**src/rtl/scica_cordic_result_router_if.sv**
```systemverilog
// Issue, CORDIC-return and routed-result bundle for the SCICA CORDIC result router.
// Optional statistics ports are present only when SCICA_ROUTER_STATS_EN is defined.
interface scica_cordic_result_router_if #(
  parameter int unsigned DATA_WIDTH    = 16,
  parameter int unsigned ANGLE_WIDTH   = 16,
  parameter int unsigned CORDIC_STAGES = 16
);
  // issue side
  logic [1:0]               scica_stage_in;
  logic                     vec_issue;
  logic                     rot1_issue;
  logic                     rot2_issue;
  // CORDIC return side
  logic                     cordic_vec_opvld;
  logic [DATA_WIDTH-1:0]    cordic_vec_xout;
  logic [ANGLE_WIDTH-1:0]   cordic_vec_angle_out;
  logic [CORDIC_STAGES-1:0] cordic_vec_microRot_out;
  logic [1:0]               cordic_vec_quad_out;
  logic                     cordic_rot1_opvld;
  logic                     cordic_rot2_opvld;
  logic [DATA_WIDTH-1:0]    cordic_rot1_xout;
  logic [DATA_WIDTH-1:0]    cordic_rot1_yout;
  logic [DATA_WIDTH-1:0]    cordic_rot2_xout;
  logic [DATA_WIDTH-1:0]    cordic_rot2_yout;
  logic                     err_clr;
  // routed results
  logic                     evd_vec_vld;
  logic                     ica_vec_vld;
  logic                     kmeans_vec_vld;
  logic [DATA_WIDTH-1:0]    vec_xout;
  logic [ANGLE_WIDTH-1:0]   vec_angle_out;
  logic [CORDIC_STAGES-1:0] vec_microRot_out;
  logic [1:0]               vec_quad_out;
  logic                     evd_rot1_vld;
  logic                     ica_rot1_vld;
  logic                     fft_rot_vld;
  logic [DATA_WIDTH-1:0]    rot1_xout;
  logic [DATA_WIDTH-1:0]    rot1_yout;
  logic                     evd_rot2_vld;
  logic                     ica_rot2_vld;
  logic [DATA_WIDTH-1:0]    rot2_xout;
  logic [DATA_WIDTH-1:0]    rot2_yout;
  logic                     err_overflow;
  logic                     err_underflow;
  logic                     err_badtag;
`ifdef SCICA_ROUTER_STATS_EN
  logic [31:0]              stat_evd_cnt;
  logic [31:0]              stat_ica_cnt;
  logic [31:0]              stat_fft_cnt;
  logic [31:0]              stat_kmeans_cnt;

  modport master (
    output scica_stage_in, vec_issue, rot1_issue, rot2_issue,
    output cordic_vec_opvld, cordic_vec_xout, cordic_vec_angle_out,
    output cordic_vec_microRot_out, cordic_vec_quad_out,
    output cordic_rot1_opvld, cordic_rot2_opvld,
    output cordic_rot1_xout, cordic_rot1_yout, cordic_rot2_xout, cordic_rot2_yout,
    output err_clr,
    input  evd_vec_vld, ica_vec_vld, kmeans_vec_vld,
    input  vec_xout, vec_angle_out, vec_microRot_out, vec_quad_out,
    input  evd_rot1_vld, ica_rot1_vld, fft_rot_vld, rot1_xout, rot1_yout,
    input  evd_rot2_vld, ica_rot2_vld, rot2_xout, rot2_yout,
    input  err_overflow, err_underflow, err_badtag,
    input  stat_evd_cnt, stat_ica_cnt, stat_fft_cnt, stat_kmeans_cnt
  );

  modport slave (
    input  scica_stage_in, vec_issue, rot1_issue, rot2_issue,
    input  cordic_vec_opvld, cordic_vec_xout, cordic_vec_angle_out,
    input  cordic_vec_microRot_out, cordic_vec_quad_out,
    input  cordic_rot1_opvld, cordic_rot2_opvld,
    input  cordic_rot1_xout, cordic_rot1_yout, cordic_rot2_xout, cordic_rot2_yout,
    input  err_clr,
    output evd_vec_vld, ica_vec_vld, kmeans_vec_vld,
    output vec_xout, vec_angle_out, vec_microRot_out, vec_quad_out,
    output evd_rot1_vld, ica_rot1_vld, fft_rot_vld, rot1_xout, rot1_yout,
    output evd_rot2_vld, ica_rot2_vld, rot2_xout, rot2_yout,
    output err_overflow, err_underflow, err_badtag,
    output stat_evd_cnt, stat_ica_cnt, stat_fft_cnt, stat_kmeans_cnt
  );
`else
  modport master (
    output scica_stage_in, vec_issue, rot1_issue, rot2_issue,
    output cordic_vec_opvld, cordic_vec_xout, cordic_vec_angle_out,
    output cordic_vec_microRot_out, cordic_vec_quad_out,
    output cordic_rot1_opvld, cordic_rot2_opvld,
    output cordic_rot1_xout, cordic_rot1_yout, cordic_rot2_xout, cordic_rot2_yout,
    output err_clr,
    input  evd_vec_vld, ica_vec_vld, kmeans_vec_vld,
    input  vec_xout, vec_angle_out, vec_microRot_out, vec_quad_out,
    input  evd_rot1_vld, ica_rot1_vld, fft_rot_vld, rot1_xout, rot1_yout,
    input  evd_rot2_vld, ica_rot2_vld, rot2_xout, rot2_yout,
    input  err_overflow, err_underflow, err_badtag
  );

  modport slave (
    input  scica_stage_in, vec_issue, rot1_issue, rot2_issue,
    input  cordic_vec_opvld, cordic_vec_xout, cordic_vec_angle_out,
    input  cordic_vec_microRot_out, cordic_vec_quad_out,
    input  cordic_rot1_opvld, cordic_rot2_opvld,
    input  cordic_rot1_xout, cordic_rot1_yout, cordic_rot2_xout, cordic_rot2_yout,
    input  err_clr,
    output evd_vec_vld, ica_vec_vld, kmeans_vec_vld,
    output vec_xout, vec_angle_out, vec_microRot_out, vec_quad_out,
    output evd_rot1_vld, ica_rot1_vld, fft_rot_vld, rot1_xout, rot1_yout,
    output evd_rot2_vld, ica_rot2_vld, rot2_xout, rot2_yout,
    output err_overflow, err_underflow, err_badtag
  );
`endif
endinterface

```
**src/rtl/scica_cordic_result_router.sv**
```systemverilog
// Routes in-order CORDIC results back to the issuing SCICA stage using one tag FIFO per channel.
// Optional per-stage result counters are enabled with `define SCICA_ROUTER_STATS_EN.
module scica_cordic_result_router #(
  parameter int unsigned DATA_WIDTH    = 16,
  parameter int unsigned ANGLE_WIDTH   = 16,
  parameter int unsigned CORDIC_STAGES = 16,
  parameter int unsigned TAG_DEPTH     = 32
) (
  input logic clk,
  input logic nreset,
  scica_cordic_result_router_if.slave bus
);

  localparam int unsigned PTR_W = $clog2(TAG_DEPTH);
  localparam int unsigned CNT_W = PTR_W + 1;
  localparam int unsigned NCH   = 3;
  localparam int unsigned VEC   = 0;
  localparam int unsigned ROT1  = 1;
  localparam int unsigned ROT2  = 2;

  logic [1:0]       tag_mem [NCH][TAG_DEPTH];
  logic [PTR_W-1:0] wptr    [NCH];
  logic [PTR_W-1:0] rptr    [NCH];
  logic [CNT_W-1:0] cnt     [NCH];
  logic [1:0]       head    [NCH];

  logic [NCH-1:0] issue, opvld, empty, full, do_push, do_pop;
  logic           ovf_evt_c, udf_evt_c, bad_evt_c;
  logic           evd_vec_c, ica_vec_c, kmeans_vec_c;
  logic           evd_rot1_c, ica_rot1_c, fft_rot_c;
  logic           evd_rot2_c, ica_rot2_c;

  assign issue = {bus.rot2_issue, bus.rot1_issue, bus.vec_issue};
  assign opvld = {bus.cordic_rot2_opvld, bus.cordic_rot1_opvld, bus.cordic_vec_opvld};

  // A pop frees a slot in the same cycle, so a full FIFO still accepts a push alongside it.
  always_comb begin
    empty   = '0;
    full    = '0;
    do_pop  = '0;
    do_push = '0;
    for (int c = 0; c < NCH; c++) begin
      head[c]    = tag_mem[c][rptr[c]];
      empty[c]   = (cnt[c] == CNT_W'(0));
      full[c]    = (cnt[c] == CNT_W'(TAG_DEPTH));
      do_pop[c]  = opvld[c] && !empty[c];
      do_push[c] = issue[c] && (!full[c] || do_pop[c]);
    end
    ovf_evt_c = |(issue & full & ~do_pop);
    udf_evt_c = |(opvld & empty);
  end

  // Stage decode per channel; tags outside a channel's legal set are consumed as bad.
  always_comb begin
    evd_vec_c    = do_pop[VEC]  && (head[VEC]  == 2'b00);
    ica_vec_c    = do_pop[VEC]  && (head[VEC]  == 2'b01);
    kmeans_vec_c = do_pop[VEC]  && (head[VEC]  == 2'b11);
    evd_rot1_c   = do_pop[ROT1] && (head[ROT1] == 2'b00);
    ica_rot1_c   = do_pop[ROT1] && (head[ROT1] == 2'b01);
    fft_rot_c    = do_pop[ROT1] && (head[ROT1] == 2'b10);
    evd_rot2_c   = do_pop[ROT2] && (head[ROT2] == 2'b00);
    ica_rot2_c   = do_pop[ROT2] && (head[ROT2] == 2'b01);
    bad_evt_c    = (do_pop[VEC]  && (head[VEC]  == 2'b10)) ||
                   (do_pop[ROT1] && (head[ROT1] == 2'b11)) ||
                   (do_pop[ROT2] && head[ROT2][1]);
  end

  always_ff @(posedge clk) begin
    for (int c = 0; c < NCH; c++) begin
      if (do_push[c]) tag_mem[c][wptr[c]] <= bus.scica_stage_in;
    end
  end

  always_ff @(posedge clk or negedge nreset) begin
    if (!nreset) begin
      for (int c = 0; c < NCH; c++) begin
        wptr[c] <= '0;
        rptr[c] <= '0;
        cnt[c]  <= '0;
      end
    end else begin
      for (int c = 0; c < NCH; c++) begin
        if (do_push[c]) wptr[c] <= wptr[c] + PTR_W'(1);
        if (do_pop[c])  rptr[c] <= rptr[c] + PTR_W'(1);
        cnt[c] <= cnt[c] + CNT_W'(do_push[c]) - CNT_W'(do_pop[c]);
      end
    end
  end

  // Registered strobes and data; data only updates on a legally routed result.
  always_ff @(posedge clk or negedge nreset) begin
    if (!nreset) begin
      bus.evd_vec_vld      <= 1'b0;
      bus.ica_vec_vld      <= 1'b0;
      bus.kmeans_vec_vld   <= 1'b0;
      bus.evd_rot1_vld     <= 1'b0;
      bus.ica_rot1_vld     <= 1'b0;
      bus.fft_rot_vld      <= 1'b0;
      bus.evd_rot2_vld     <= 1'b0;
      bus.ica_rot2_vld     <= 1'b0;
      bus.vec_xout         <= '0;
      bus.vec_angle_out    <= '0;
      bus.vec_microRot_out <= '0;
      bus.vec_quad_out     <= '0;
      bus.rot1_xout        <= '0;
      bus.rot1_yout        <= '0;
      bus.rot2_xout        <= '0;
      bus.rot2_yout        <= '0;
    end else begin
      bus.evd_vec_vld    <= evd_vec_c;
      bus.ica_vec_vld    <= ica_vec_c;
      bus.kmeans_vec_vld <= kmeans_vec_c;
      bus.evd_rot1_vld   <= evd_rot1_c;
      bus.ica_rot1_vld   <= ica_rot1_c;
      bus.fft_rot_vld    <= fft_rot_c;
      bus.evd_rot2_vld   <= evd_rot2_c;
      bus.ica_rot2_vld   <= ica_rot2_c;
      if (evd_vec_c || ica_vec_c || kmeans_vec_c) begin
        bus.vec_xout         <= bus.cordic_vec_xout;
        bus.vec_angle_out    <= bus.cordic_vec_angle_out;
        bus.vec_microRot_out <= bus.cordic_vec_microRot_out;
        bus.vec_quad_out     <= bus.cordic_vec_quad_out;
      end
      if (evd_rot1_c || ica_rot1_c || fft_rot_c) begin
        bus.rot1_xout <= bus.cordic_rot1_xout;
        bus.rot1_yout <= bus.cordic_rot1_yout;
      end
      if (evd_rot2_c || ica_rot2_c) begin
        bus.rot2_xout <= bus.cordic_rot2_xout;
        bus.rot2_yout <= bus.cordic_rot2_yout;
      end
    end
  end

  // Sticky errors: a new event in the clearing cycle keeps the flag set.
  always_ff @(posedge clk or negedge nreset) begin
    if (!nreset) begin
      bus.err_overflow  <= 1'b0;
      bus.err_underflow <= 1'b0;
      bus.err_badtag    <= 1'b0;
    end else begin
      bus.err_overflow  <= ovf_evt_c | (bus.err_overflow  & ~bus.err_clr);
      bus.err_underflow <= udf_evt_c | (bus.err_underflow & ~bus.err_clr);
      bus.err_badtag    <= bad_evt_c | (bus.err_badtag    & ~bus.err_clr);
    end
  end

`ifdef SCICA_ROUTER_STATS_EN
  function automatic logic [31:0] sat_add(input logic [31:0] v, input logic [1:0] inc);
    logic [32:0] sum;
    sum = 33'(v) + 33'(inc);
    return sum[32] ? 32'hFFFF_FFFF : sum[31:0];
  endfunction

  logic [1:0] evd_inc_c, ica_inc_c;

  assign evd_inc_c = 2'(evd_vec_c) + 2'(evd_rot1_c) + 2'(evd_rot2_c);
  assign ica_inc_c = 2'(ica_vec_c) + 2'(ica_rot1_c) + 2'(ica_rot2_c);

  always_ff @(posedge clk or negedge nreset) begin
    if (!nreset) begin
      bus.stat_evd_cnt    <= '0;
      bus.stat_ica_cnt    <= '0;
      bus.stat_fft_cnt    <= '0;
      bus.stat_kmeans_cnt <= '0;
    end else if (bus.err_clr) begin
      bus.stat_evd_cnt    <= '0;
      bus.stat_ica_cnt    <= '0;
      bus.stat_fft_cnt    <= '0;
      bus.stat_kmeans_cnt <= '0;
    end else begin
      bus.stat_evd_cnt    <= sat_add(bus.stat_evd_cnt, evd_inc_c);
      bus.stat_ica_cnt    <= sat_add(bus.stat_ica_cnt, ica_inc_c);
      bus.stat_fft_cnt    <= sat_add(bus.stat_fft_cnt, 2'(fft_rot_c));
      bus.stat_kmeans_cnt <= sat_add(bus.stat_kmeans_cnt, 2'(kmeans_vec_c));
    end
  end
`endif

endmodule

```
**src/flat_wrapper.sv**
```systemverilog
// flat-port wrapper written by rule: the top's interface ports become plain ports
module scica_cordic_result_router_flat 
#(
  parameter int unsigned DATA_WIDTH    = 16,
  parameter int unsigned ANGLE_WIDTH   = 16,
  parameter int unsigned CORDIC_STAGES = 16,
  parameter int unsigned TAG_DEPTH     = 32
)
  (clk, nreset, bus_scica_stage_in, bus_vec_issue, bus_rot1_issue, bus_rot2_issue, bus_cordic_vec_opvld, bus_cordic_vec_xout, bus_cordic_vec_angle_out, bus_cordic_vec_microRot_out, bus_cordic_vec_quad_out, bus_cordic_rot1_opvld, bus_cordic_rot2_opvld, bus_cordic_rot1_xout, bus_cordic_rot1_yout, bus_cordic_rot2_xout, bus_cordic_rot2_yout, bus_err_clr, bus_evd_vec_vld, bus_ica_vec_vld, bus_kmeans_vec_vld, bus_vec_xout, bus_vec_angle_out, bus_vec_microRot_out, bus_vec_quad_out, bus_evd_rot1_vld, bus_ica_rot1_vld, bus_fft_rot_vld, bus_rot1_xout, bus_rot1_yout, bus_evd_rot2_vld, bus_ica_rot2_vld, bus_rot2_xout, bus_rot2_yout, bus_err_overflow, bus_err_underflow, bus_err_badtag);
  scica_cordic_result_router_if #(.DATA_WIDTH(DATA_WIDTH), .ANGLE_WIDTH(ANGLE_WIDTH), .CORDIC_STAGES(CORDIC_STAGES)) bus_i ();
  input logic clk;
  input logic nreset;
  input wire logic [$bits(bus_i.scica_stage_in)-1:0] bus_scica_stage_in;
  input wire logic [$bits(bus_i.vec_issue)-1:0] bus_vec_issue;
  input wire logic [$bits(bus_i.rot1_issue)-1:0] bus_rot1_issue;
  input wire logic [$bits(bus_i.rot2_issue)-1:0] bus_rot2_issue;
  input wire logic [$bits(bus_i.cordic_vec_opvld)-1:0] bus_cordic_vec_opvld;
  input wire logic [$bits(bus_i.cordic_vec_xout)-1:0] bus_cordic_vec_xout;
  input wire logic [$bits(bus_i.cordic_vec_angle_out)-1:0] bus_cordic_vec_angle_out;
  input wire logic [$bits(bus_i.cordic_vec_microRot_out)-1:0] bus_cordic_vec_microRot_out;
  input wire logic [$bits(bus_i.cordic_vec_quad_out)-1:0] bus_cordic_vec_quad_out;
  input wire logic [$bits(bus_i.cordic_rot1_opvld)-1:0] bus_cordic_rot1_opvld;
  input wire logic [$bits(bus_i.cordic_rot2_opvld)-1:0] bus_cordic_rot2_opvld;
  input wire logic [$bits(bus_i.cordic_rot1_xout)-1:0] bus_cordic_rot1_xout;
  input wire logic [$bits(bus_i.cordic_rot1_yout)-1:0] bus_cordic_rot1_yout;
  input wire logic [$bits(bus_i.cordic_rot2_xout)-1:0] bus_cordic_rot2_xout;
  input wire logic [$bits(bus_i.cordic_rot2_yout)-1:0] bus_cordic_rot2_yout;
  input wire logic [$bits(bus_i.err_clr)-1:0] bus_err_clr;
  output wire logic [$bits(bus_i.evd_vec_vld)-1:0] bus_evd_vec_vld;
  output wire logic [$bits(bus_i.ica_vec_vld)-1:0] bus_ica_vec_vld;
  output wire logic [$bits(bus_i.kmeans_vec_vld)-1:0] bus_kmeans_vec_vld;
  output wire logic [$bits(bus_i.vec_xout)-1:0] bus_vec_xout;
  output wire logic [$bits(bus_i.vec_angle_out)-1:0] bus_vec_angle_out;
  output wire logic [$bits(bus_i.vec_microRot_out)-1:0] bus_vec_microRot_out;
  output wire logic [$bits(bus_i.vec_quad_out)-1:0] bus_vec_quad_out;
  output wire logic [$bits(bus_i.evd_rot1_vld)-1:0] bus_evd_rot1_vld;
  output wire logic [$bits(bus_i.ica_rot1_vld)-1:0] bus_ica_rot1_vld;
  output wire logic [$bits(bus_i.fft_rot_vld)-1:0] bus_fft_rot_vld;
  output wire logic [$bits(bus_i.rot1_xout)-1:0] bus_rot1_xout;
  output wire logic [$bits(bus_i.rot1_yout)-1:0] bus_rot1_yout;
  output wire logic [$bits(bus_i.evd_rot2_vld)-1:0] bus_evd_rot2_vld;
  output wire logic [$bits(bus_i.ica_rot2_vld)-1:0] bus_ica_rot2_vld;
  output wire logic [$bits(bus_i.rot2_xout)-1:0] bus_rot2_xout;
  output wire logic [$bits(bus_i.rot2_yout)-1:0] bus_rot2_yout;
  output wire logic [$bits(bus_i.err_overflow)-1:0] bus_err_overflow;
  output wire logic [$bits(bus_i.err_underflow)-1:0] bus_err_underflow;
  output wire logic [$bits(bus_i.err_badtag)-1:0] bus_err_badtag;
  assign bus_i.scica_stage_in = bus_scica_stage_in;
  assign bus_i.vec_issue = bus_vec_issue;
  assign bus_i.rot1_issue = bus_rot1_issue;
  assign bus_i.rot2_issue = bus_rot2_issue;
  assign bus_i.cordic_vec_opvld = bus_cordic_vec_opvld;
  assign bus_i.cordic_vec_xout = bus_cordic_vec_xout;
  assign bus_i.cordic_vec_angle_out = bus_cordic_vec_angle_out;
  assign bus_i.cordic_vec_microRot_out = bus_cordic_vec_microRot_out;
  assign bus_i.cordic_vec_quad_out = bus_cordic_vec_quad_out;
  assign bus_i.cordic_rot1_opvld = bus_cordic_rot1_opvld;
  assign bus_i.cordic_rot2_opvld = bus_cordic_rot2_opvld;
  assign bus_i.cordic_rot1_xout = bus_cordic_rot1_xout;
  assign bus_i.cordic_rot1_yout = bus_cordic_rot1_yout;
  assign bus_i.cordic_rot2_xout = bus_cordic_rot2_xout;
  assign bus_i.cordic_rot2_yout = bus_cordic_rot2_yout;
  assign bus_i.err_clr = bus_err_clr;
  assign bus_evd_vec_vld = bus_i.evd_vec_vld;
  assign bus_ica_vec_vld = bus_i.ica_vec_vld;
  assign bus_kmeans_vec_vld = bus_i.kmeans_vec_vld;
  assign bus_vec_xout = bus_i.vec_xout;
  assign bus_vec_angle_out = bus_i.vec_angle_out;
  assign bus_vec_microRot_out = bus_i.vec_microRot_out;
  assign bus_vec_quad_out = bus_i.vec_quad_out;
  assign bus_evd_rot1_vld = bus_i.evd_rot1_vld;
  assign bus_ica_rot1_vld = bus_i.ica_rot1_vld;
  assign bus_fft_rot_vld = bus_i.fft_rot_vld;
  assign bus_rot1_xout = bus_i.rot1_xout;
  assign bus_rot1_yout = bus_i.rot1_yout;
  assign bus_evd_rot2_vld = bus_i.evd_rot2_vld;
  assign bus_ica_rot2_vld = bus_i.ica_rot2_vld;
  assign bus_rot2_xout = bus_i.rot2_xout;
  assign bus_rot2_yout = bus_i.rot2_yout;
  assign bus_err_overflow = bus_i.err_overflow;
  assign bus_err_underflow = bus_i.err_underflow;
  assign bus_err_badtag = bus_i.err_badtag;
  scica_cordic_result_router #(.DATA_WIDTH(DATA_WIDTH), .ANGLE_WIDTH(ANGLE_WIDTH), .CORDIC_STAGES(CORDIC_STAGES), .TAG_DEPTH(TAG_DEPTH)) u_core (.clk(clk), .nreset(nreset), .bus(bus_i));
endmodule
```
**config.mk**
```make
export PLATFORM = sky130hd
export DESIGN_NAME = scica_cordic_result_router_flat
export DESIGN_NICKNAME = d
export VERILOG_FILES = /design/src/rtl/scica_cordic_result_router_if.sv /design/src/rtl/scica_cordic_result_router.sv /design/src/flat_wrapper.sv
export SDC_FILE = /design/constraint.sdc
export NUM_CORES = 1
export LEC_CHECK = 0
export CORE_UTILIZATION = 49
export CTS_BUF_LIST = sky130_fd_sc_hd__clkbuf_8 sky130_fd_sc_hd__clkbuf_16
export DETAILED_ROUTE_END_ITERATION = 8
export GPL_TIMING_DRIVEN = 0
export PLACE_DENSITY = 0.77
export SYNTH_ARGS = -nofsm -noshare
export SYNTH_HDL_FRONTEND = slang
export SYNTH_SLANG_ARGS = --single-unit
```
**constraint.sdc**
```tcl
create_clock -name clk -period 2.7 [get_ports clk]
set_clock_uncertainty 0.2 [all_clocks]
set_input_delay 0.27 -clock clk [delete_from_list [all_inputs] [get_ports clk]]
set_output_delay 0.27 -clock clk [all_outputs]
set_load 0.005 [all_outputs]
```
==> tab_implementation.tex, run 1 <==
\begin{tabular}{lr}
\hline
Metric & Value \\
\hline
\multicolumn{2}{l}{\textbf{Die}} \\
Total number of placement rows & 64 \\
Placeable core region & 30900 um\^{}2 \\
Initial Util & 0.503 \\
Chip Width & 180 um \\
Die ar. & 32400 um\^{}2 \\
Die Y & 180 um \\
Top Ports & 250 \\
\multicolumn{2}{l}{\textbf{Drt}} \\
Overall via count from detail\_route & 9757 \\
Count of routing violations after the opening detailed-route iteration & 547 \\
DRC violations left & 0 \\
Final routed wire length divided by cell count & 21.3 um \\
Total Wirelength & roughly 38000 um \\
1st-pass router iterations & 5 \\
Final antenna-violating net count & 0 \\
Detail-routed via count per cell & between 5 and 6 \\
\multicolumn{2}{l}{\textbf{Finish}} \\
Area growth, synth to finish & 32.1\% \\
Non-Filler Instances & 1780 \\
Design area & 20500 um\^{}2 \\
Commonest non-fill, non-tap cell in the layout & clkdlybuf4s50\_1 \\
Final nets & 1521 \\
Final cell utilization of the core & 0.664 \\
Most frequent cells in the layout & 246 x clkdlybuf4s50\_1, 192 x edfxtp\_1, 171 x dfrtp\_1 \\
Number of inserted diodes & 0 \\
Share of post-route cells with drive strength above 1 & 0.217 \\
\multicolumn{2}{l}{\textbf{Worst setup path}} \\
Worst setup path startpoint & u\_core.rptr[10] \\
Critical path capture point type & flip-flop \\
Type of the worst setup path & flip-flop to flip-flop \\
Critical path peak fanout & 10 \\
Launch instance of the worst register-to-register path & u\_core.rptr[10] \\
Required @ worst endpoint & 2.91 ns \\
Startpoint class of the critical path & flip-flop \\
Data arrival, critical path & roughly 3 ns \\
\multicolumn{2}{l}{\textbf{Clock network}} \\
CTS sink cnt & $\sim$370 \\
Max clock buf depth & 3 \\
Clock insertion delay at the later pin of the skew report & $\sim$0.53 ns \\
Worst-path clk slew & 0.06 ns \\
H-tree levels & 2 \\
Root Buffer & clkbuf\_16 \\
CTS tree & yes \\
Num CTS Buffers & 39 \\
\multicolumn{2}{l}{\textbf{Status}} \\
Violations in the final reports & setup timing \\
Outcome & complete, but fails checks \\
\multicolumn{2}{l}{\textbf{Placement}} \\
Setup Slack @ Placement & -0.495 ns \\
Number of cells after detailed placement & 1693 \\
Placer congestion estimate & 0.818 \\
Estimated wirelength of the detail-placed design & 25300 um \\
\# port buffers & 249 \\
Placement Cell Area & 18600 um\^{}2 \\
\multicolumn{2}{l}{\textbf{Timing}} \\
Endpoints failing setup & 50 \\
Tightest Pin Transition & 0.912 ns \\
Headroom to the max-slew limit & 0.392 \\
Final Hold Slack & 0.0753 ns \\
Least setup slack across all paths after layout & -0.123 ns \\
Final slew viol count & 0 \\
Period utilisation layout & 1.05 \\
Setup repair after global routing missed its margin & yes \\
Post-route setup TNS & -5.11 ns \\
F\_max & between 300 and 400 MHz \\
Final min period & 2.82 ns \\
Hold Violations, Final & 0 \\
\multicolumn{2}{l}{\textbf{Power}} \\
Combinational cell fraction of total power & 0.454 \\
Switching power summed over all nets & between 8 and 9 mW \\
Power, Total & 25.3 mW \\
Fraction of power spent switching nets & 0.321 \\
Power density cells & 1230 nW/um\^{}2 \\
Part of the total power dissipated in sequential elements & 0.327 \\
Internal power & 17.2 mW \\
Leakage power figure & 8.08 nW \\
Worst ir drop on vdd & roughly 0.00067 V \\
Share of total power in the clock network & 0.219 \\
\multicolumn{2}{l}{\textbf{Worst hold path}} \\
Class of the tightest hold or removal check & primary input to async pin \\
\multicolumn{2}{l}{\textbf{Yosys}} \\
Synthesized netlist net count & around 1200 \\
Number of warnings printed during yosys synthesis & 0 \\
Number of register bits inferred by synthesis & 365 \\
Gate count after technology mapping & roughly 1000 \\
Avg Inst Size Synth & 14.8 um\^{}2 \\
Sequential share of the synthesized area & 0.650 \\
Post-synth design cell area & between 15000 and 20000 um\^{}2 \\
Share of async-settable or async-resettable flops after synthesis & 0.474 \\
Number of enable-type register cells in the synthesized netlist & between 150 and 200 \\
Post-synth cell types & 51 \\
Most used flip-flop cell after synthesis & edfxtp\_1 \\
\multicolumn{2}{l}{\textbf{GRT}} \\
Pin count of the biggest net entering global routing & 115 \\
Grt ovf & 0 \\
Number of global-route vias before repair & 10000 \\
Total routing resource utilization after global routing & 0.229 \\
Wire length of the first global-routing pass & 57400 um \\
Antenna violations before repair & 0 \\
\multicolumn{2}{l}{\textbf{Run}} \\
Number of maximum-capacitance constraint violations & 0 \\
\hline
\end{tabular}
## path summary, 6_finish.rpt
check / cells past startpoint / slack [ns] / endpoint
max in group asynchronous: 3 / 1.21 / u_core.bus.vec_angle_out[12]
worst max register to register: 11 / -0.12 / u_core.bus.vec_xout[11]
worst min-delay path: 2 / 0.08 / u_core.wptr[1]
worst min register to register: 1 / 0.30 / u_core.bus.rot1_yout[9]
min in group clk: 2 / 0.16 / u_core.bus.rot1_yout[13]
worst max-delay path: 11 / -0.12 / u_core.bus.vec_xout[11]
## layout make-up
type | count | area, um^2
sequential | 365 | 10100
clock inverter | 29 | 299
tap | 396 | 495
multi-input combinational | 601 | 5260
fill | 2153 | 10400
clock buffer | 42 | 1040
inverter | 35 | 131
timing repair buffer | 272 | 2800
buffer | 40 | 390
## power groups by stage
stage	logic (mW)	registers [mW]	clock network, mW
after floorplan	6.19	8.25	0
after global placement	9.91	8.24	0
after detailed placement	10.1	8.30	0
after CTS	10.8	8.25	5.62
after global routing	12.3	8.44	5.82
final	11.5	8.27	5.53
## synth_stat cells, types with 4 or more instances
cell type | number | area share
edfxtp_1 | 192 | 0.37
dfrtp_1 | 173 | 0.28
nor2_1 | 120 | 0.029
mux2_2 | 65 | 0.047
mux2i_1 | 60 | 0.039
nand2_1 | 55 | 0.013
mux2_4 | 50 | 0.048
ha_1 | 39 | 0.031
inv_1 | 35 | 0.0085
xnor2_1 | 24 | 0.014
o21ai_0 | 20 | 0.0064
a22oi_1 | 18 | 0.0087
clkbuf_1 | 17 | 0.0041
mux4_2 | 17 | 0.025
buf_2 | 12 | 0.0039
nand3_1 | 12 | 0.0039
a21oi_1 | 11 | 0.0035
nand4_1 | 10 | 0.0040
nor2b_1 | 10 | 0.0040
xor2_1 | 9 | 0.0051
a221oi_1 | 8 | 0.0045
buf_6 | 8 | 0.0058
and2_1 | 7 | 0.0028
a211oi_1 | 6 | 0.0029
nand2b_1 | 6 | 0.0024
nand3b_1 | 6 | 0.0029
a31oi_1 | 5 | 0.0020
buf_1 | 5 | 0.0012
and3_1 | 4 | 0.0016
buf_4 | 4 | 0.0019
or2_2 | 4 | 0.0016
## critical path: stages (launching register included)
cell and delay [ns]:
dfrtp_1 0.40, buf_8 0.16, buf_4 0.14, mux2i_1 0.13
a221oi_2 0.29, o21ai_2 0.11, a22oi_2 0.24, nand2b_4 0.17
a21boi_4 0.19, buf_12 0.19, buf_12 0.16, mux2_4 0.31
## routing by layer
metal  global-route usage  wire length (um)  vias up
met5                    0                 0        -
met4               0.0968              1380        0
met3               0.0503              2660       81
met2                0.403             19600      395
met1                0.273             14400     4871
li1                     -                 -     4410
## what timing repair did
| item | CTS | global route |
|---|---|---|
| endpoints found under the setup margin | 284 | 142 |
| resized for setup | 67 | 36 |
| buffers inserted | 7 | 8 |
| hold buffers | 1 | 0 |
| endpoints found under the hold margin | 59 | 0 |
| gates cloned | 0 | 6 |
| pin swaps | 7 | 8 |
## logic make-up after synthesis
kind of cell,count (synthesis),synth area share
XOR/XNOR,33,0.0186
flip-flops,365,0.650
buffers and inverters,81,0.0254
AND/OR/NAND/NOR,247,0.0720
multiplexers,193,0.160
adder cells (fa/ha/maj),42,0.0353
AO/OA/AOI/OAI,86,0.0383
## registers in the layout, summed over array words and instances, names as in the netlist, 15 cells and up
name and cells:
u_core.bus.rot1_xout 16, u_core.bus.rot2_yout 16, u_core.cnt 18, u_core.wptr 15, u_core.bus.vec_angle_out 16, u_core.bus.vec_xout 16, u_core.bus.rot2_xout 16, u_core.bus.rot1_yout 16
u_core.bus.vec_microRot_out 16, u_core.rptr 15, u_core.tag_mem 192
Power figures use the tool's default switching activity.
==> inputs of run 2 (changes only) <==
--- a/config.mk
+++ b/config.mk
@@ -9,2 +9,3 @@
 export CTS_BUF_LIST = sky130_fd_sc_hd__clkbuf_8 sky130_fd_sc_hd__clkbuf_16
+export CTS_CLUSTER_SIZE = 8
 export DETAILED_ROUTE_END_ITERATION = 8
--- a/constraint.sdc
+++ b/constraint.sdc
@@ -4,2 +4,2 @@
 set_output_delay 0.27 -clock clk [all_outputs]
-set_load 0.005 [all_outputs]
+set_load 0.02 [all_outputs]
==> run 2 against run 1 <==
  * The flow still finishes with violations (setup timing)
  * Setup slack worse by 0.066 ns
  * Core utilization increased by 0.51 points
  * Clock power increased by 3%
  * Combinational power rose by 10%
  * Clock-buffer cell count is 10 higher
  * Via count up 1.0%
  * Power is 5.5% higher
  * Critical path depth shrank 1
  * Flip-flop and latch count did not move
  * Non-clock buffer count increased by 3
  * Sequential power hardly changed
  * Cell count grew 1.0%
  * Largest power group unchanged
  * Highest routed layer unchanged
==> tab_implementation.tex, run 2 (same netlist as run 1, synthesis figures left out) <==
\begin{tabular}{lr}
\hline
Metric & Value \\
\hline
\multicolumn{2}{l}{\textbf{Status}} \\
Outcome & complete, but fails checks \\
Violations in the final reports & setup timing \\
\multicolumn{2}{l}{\textbf{Die}} \\
Placeable core region & 30900 um\^{}2 (unchanged) \\
Die ar. & 32400 um\^{}2 (unchanged) \\
Die Y & 180 um (unchanged) \\
Chip Width & 180 um (unchanged) \\
Top Ports & 250 (unchanged) \\
Total number of placement rows & 64 (unchanged) \\
Initial Util & 0.503 (unchanged) \\
\multicolumn{2}{l}{\textbf{Power}} \\
Worst ir drop on vdd & 0.000729 V (+9.1\%) \\
Leakage power figure & 8.24 nW (+2.0\%) \\
Power density cells & 1290 nW/um\^{}2 (+4.7\%) \\
\multicolumn{2}{l}{\textbf{GRT}} \\
Grt ovf & 0 (unchanged) \\
Antenna violations before repair & 2 (+2) \\
Wire length of the first global-routing pass & 58900 um (+2.5\%) \\
Pin count of the biggest net entering global routing & 115 (unchanged) \\
Total routing resource utilization after global routing & 0.236 (+0.00629) \\
Number of global-route vias before repair & 10300 (+2.8\%) \\
\multicolumn{2}{l}{\textbf{Worst setup path}} \\
Critical path destination & u\_core.bus.vec\_angle\_out[12] \\
Reg2Reg Setup Slack & -0.19 ns (-0.07 ns) \\
Type of the worst setup path & flip-flop to flip-flop \\
Startpoint class of the critical path & flip-flop \\
Worst setup path startpoint & u\_core.rptr[10] \\
Crit Reg-Reg Endpoint & u\_core.bus.vec\_angle\_out[12] \\
Critical path capture point type & flip-flop \\
Worst path slowest cell & mux4\_2 \\
Cell-by-cell listing of the critical path & buf\_8 -> buf\_12 -> mux4\_2 -> a211oi\_1 -> a22oi\_2 -> nand2b\_4 -> a21boi\_4 -> buf\_12 -> clkbuf\_16 -> mux2\_4 \\
Launch instance of the worst register-to-register path & u\_core.rptr[10] \\
Slowest cell delay on critical path & 0.51 ns (+0.11 ns) \\
Cells on worst reg2reg path & 10 (-1) \\
Data arrival, critical path & 3.11 ns (+0.08 ns) \\
Required @ worst endpoint & 2.92 ns (about the same) \\
Most frequent cell on the critical path & buf\_12 \\
Critical path peak fanout & 8 (-2) \\
\multicolumn{2}{l}{\textbf{Drt}} \\
DRC violations left & 0 (unchanged) \\
Topmost layer with routed signal wires & met4 \\
Overall via count from detail\_route & 9857 (+1.0\%) \\
Final antenna-violating net count & 0 (unchanged) \\
1st-pass router iterations & 5 (unchanged) \\
Met2 Routed Length & 20100 um (+2.6\%) \\
Count of routing violations after the opening detailed-route iteration & 532 (-2.7\%) \\
Total Wirelength & 38900 um (+2.5\%) \\
Detail-routed via count per cell & 5.48 (about the same) \\
M1 WL & 14300 um (-0.39\%) \\
Routed length on met3 & 2890 um (+8.6\%) \\
Final routed wire length divided by cell count & 21.6 um (+1.4\%) \\
\multicolumn{2}{l}{\textbf{Clock network}} \\
CTS tree & yes \\
Max clock buf depth & 3 (unchanged) \\
Worst-path clk slew & 0.05 ns (about the same) \\
Clock insertion delay at the later pin of the skew report & 0.55 ns (+0.02 ns) \\
Root Buffer & clkbuf\_16 \\
CTS sink cnt & 365 (unchanged) \\
Num CTS Buffers & 51 (+31\%) \\
H-tree levels & 2 (unchanged) \\
\multicolumn{2}{l}{\textbf{Timing}} \\
Endpoints failing setup & 50 (unchanged) \\
Least setup slack across all paths after layout & -0.189 ns (-0.0664 ns) \\
Tightest Pin Transition & 0.920 ns (+0.00805 ns) \\
Post-route setup TNS & -8.46 ns (-3.34 ns) \\
Final slew viol count & 0 (unchanged) \\
F\_max & 346 MHz (-2.3\%) \\
Headroom to the max-slew limit & 0.386 (-0.00537) \\
Hold Violations, Final & 0 (unchanged) \\
Setup repair after global routing missed its margin & yes \\
Final min period & 2.89 ns (+0.0664 ns) \\
Period utilisation layout & 1.07 (+0.0246) \\
\multicolumn{2}{l}{\textbf{Worst hold path}} \\
Class of the tightest hold or removal check & primary input to async pin \\
\multicolumn{2}{l}{\textbf{Finish}} \\
Fill cells & 2153 (unchanged) \\
Most frequent cells in the layout & 246 x clkdlybuf4s50\_1, 192 x edfxtp\_1, 171 x dfrtp\_1 \\
Share of post-route cells with drive strength above 1 & 0.213 (-0.00463) \\
Number of flip-flops in the largest register & 192 (unchanged) \\
Final nets & 1536 (+0.99\%) \\
Area growth, synth to finish & 33.1\% \\
Commonest non-fill, non-tap cell in the layout & clkdlybuf4s50\_1 \\
\multicolumn{2}{l}{\textbf{Placement}} \\
\# port buffers & 249 (unchanged) \\
Setup Slack @ Placement & -0.495 ns (unchanged) \\
Placer congestion estimate & 0.818 (unchanged) \\
Estimated wirelength of the detail-placed design & 25300 um (unchanged) \\
\multicolumn{2}{l}{\textbf{Run}} \\
Number of maximum-capacitance constraint violations & 0 (unchanged) \\
\hline
\end{tabular}
==> run 2: cell count changes in the layout (fill, tap and decap cells not counted), sizes merged <==
| cell | before | now |
|---|---|---|
| diode | 0 | 2 |
| clkinvlp | 3 | 0 |
| clkbuf | 58 | 66 |
| clkinv | 13 | 2 |
| buf | 49 | 54 |
| inv | 42 | 65 |
| bufinv | 6 | 0 |
==> run 2: repair_timing <==
item | 4_1_cts | 5_1_grt
hold endpoints to repair | 59 | 0
gates cloned | 0 | 4
hold buffers | 1 | 0
setup buffers | 7 | 15
gates resized for setup | 69 | 41
endpoints found under the setup margin | 296 | 134
pin swaps | 9 | 13
==> run 2: worst min-delay path by stage <==
stage,start,endpoint,slack [ns],depth (start not counted)
global route,nreset,u_core.wptr[2],0.08,2
finish,nreset,u_core.wptr[2],0.04,2
global placement,u_core.bus.rot1_yout[5],u_core.bus.rot1_yout[5],0.29,1
floorplan,nreset,u_core.bus.err_badtag,-0.23,0
detailed placement,nreset,u_core.wptr[1],0.06,1
CTS,nreset,u_core.cnt[16],0.08,2
==> run 2: stage by stage <==
step / power, mW / cells / hold WS (ns) / instance area (um^2) / utilization
after floorplan: 15.5 / 1047 / -0.226 / 15500 / -
after global placement: 19.2 / 1692 / 0.286 / 18500 / 0.599
after detailed placement: 19.5 / 1693 / 0.0635 / 18600 / 0.600
after CTS: 26.0 / 1782 / 0.0785 / 20300 / 0.658
after global routing: 28.0 / 1798 / 0.0823 / 20700 / 0.669
final: 26.7 / 1798 / 0.0384 / 20700 / 0.669
==> run 2: cell type report <==
| cell class | count | area (um^2) | area share |
|---|---|---|---|
| Clock inverter | 32 | 139 | 0.00672 |
| Clock buffer | 52 | 1300 | 0.0629 |
| Sequential cell | 365 | 10100 | 0.488 |
| Timing Repair Buffer | 277 | 2840 | 0.138 |
| Multi-Input combinational cell | 601 | 5280 | 0.256 |
| Buffer | 38 | 377 | 0.0182 |
| Antenna cell | 2 | 5.00 | 0.000242 |
| Inverter | 35 | 131 | 0.00636 |
| Tap cell | 396 | 495 | 0.0240 |
==> run 2: critical path: cells and delay by family (launching register included) <==
family / cells / cell delay (ns)
and+or+nand+nor: 1 / 0.17
muxes: 2 / 0.80
AOI/OAI and AO/OA: 3 / 0.60
DFF: 1 / 0.40
buffers and inverters: 4 / 0.57
==> run 2: where the power goes <==
group          total [mW]  switching (mW)  internal (mW)
logic                12.7            6.24           6.47
clock network        5.69            2.27           3.41
registers            8.29           0.854           7.44
total                26.7            9.37           17.3
==> run 2: routing by layer <==
layer | global-route usage | vias up
met3 | 0.0598 | 95
met5 | 0 | -
met4 | 0.103 | 0
met1 | 0.273 | 4907
li1 | - | 4443
met2 | 0.414 | 412
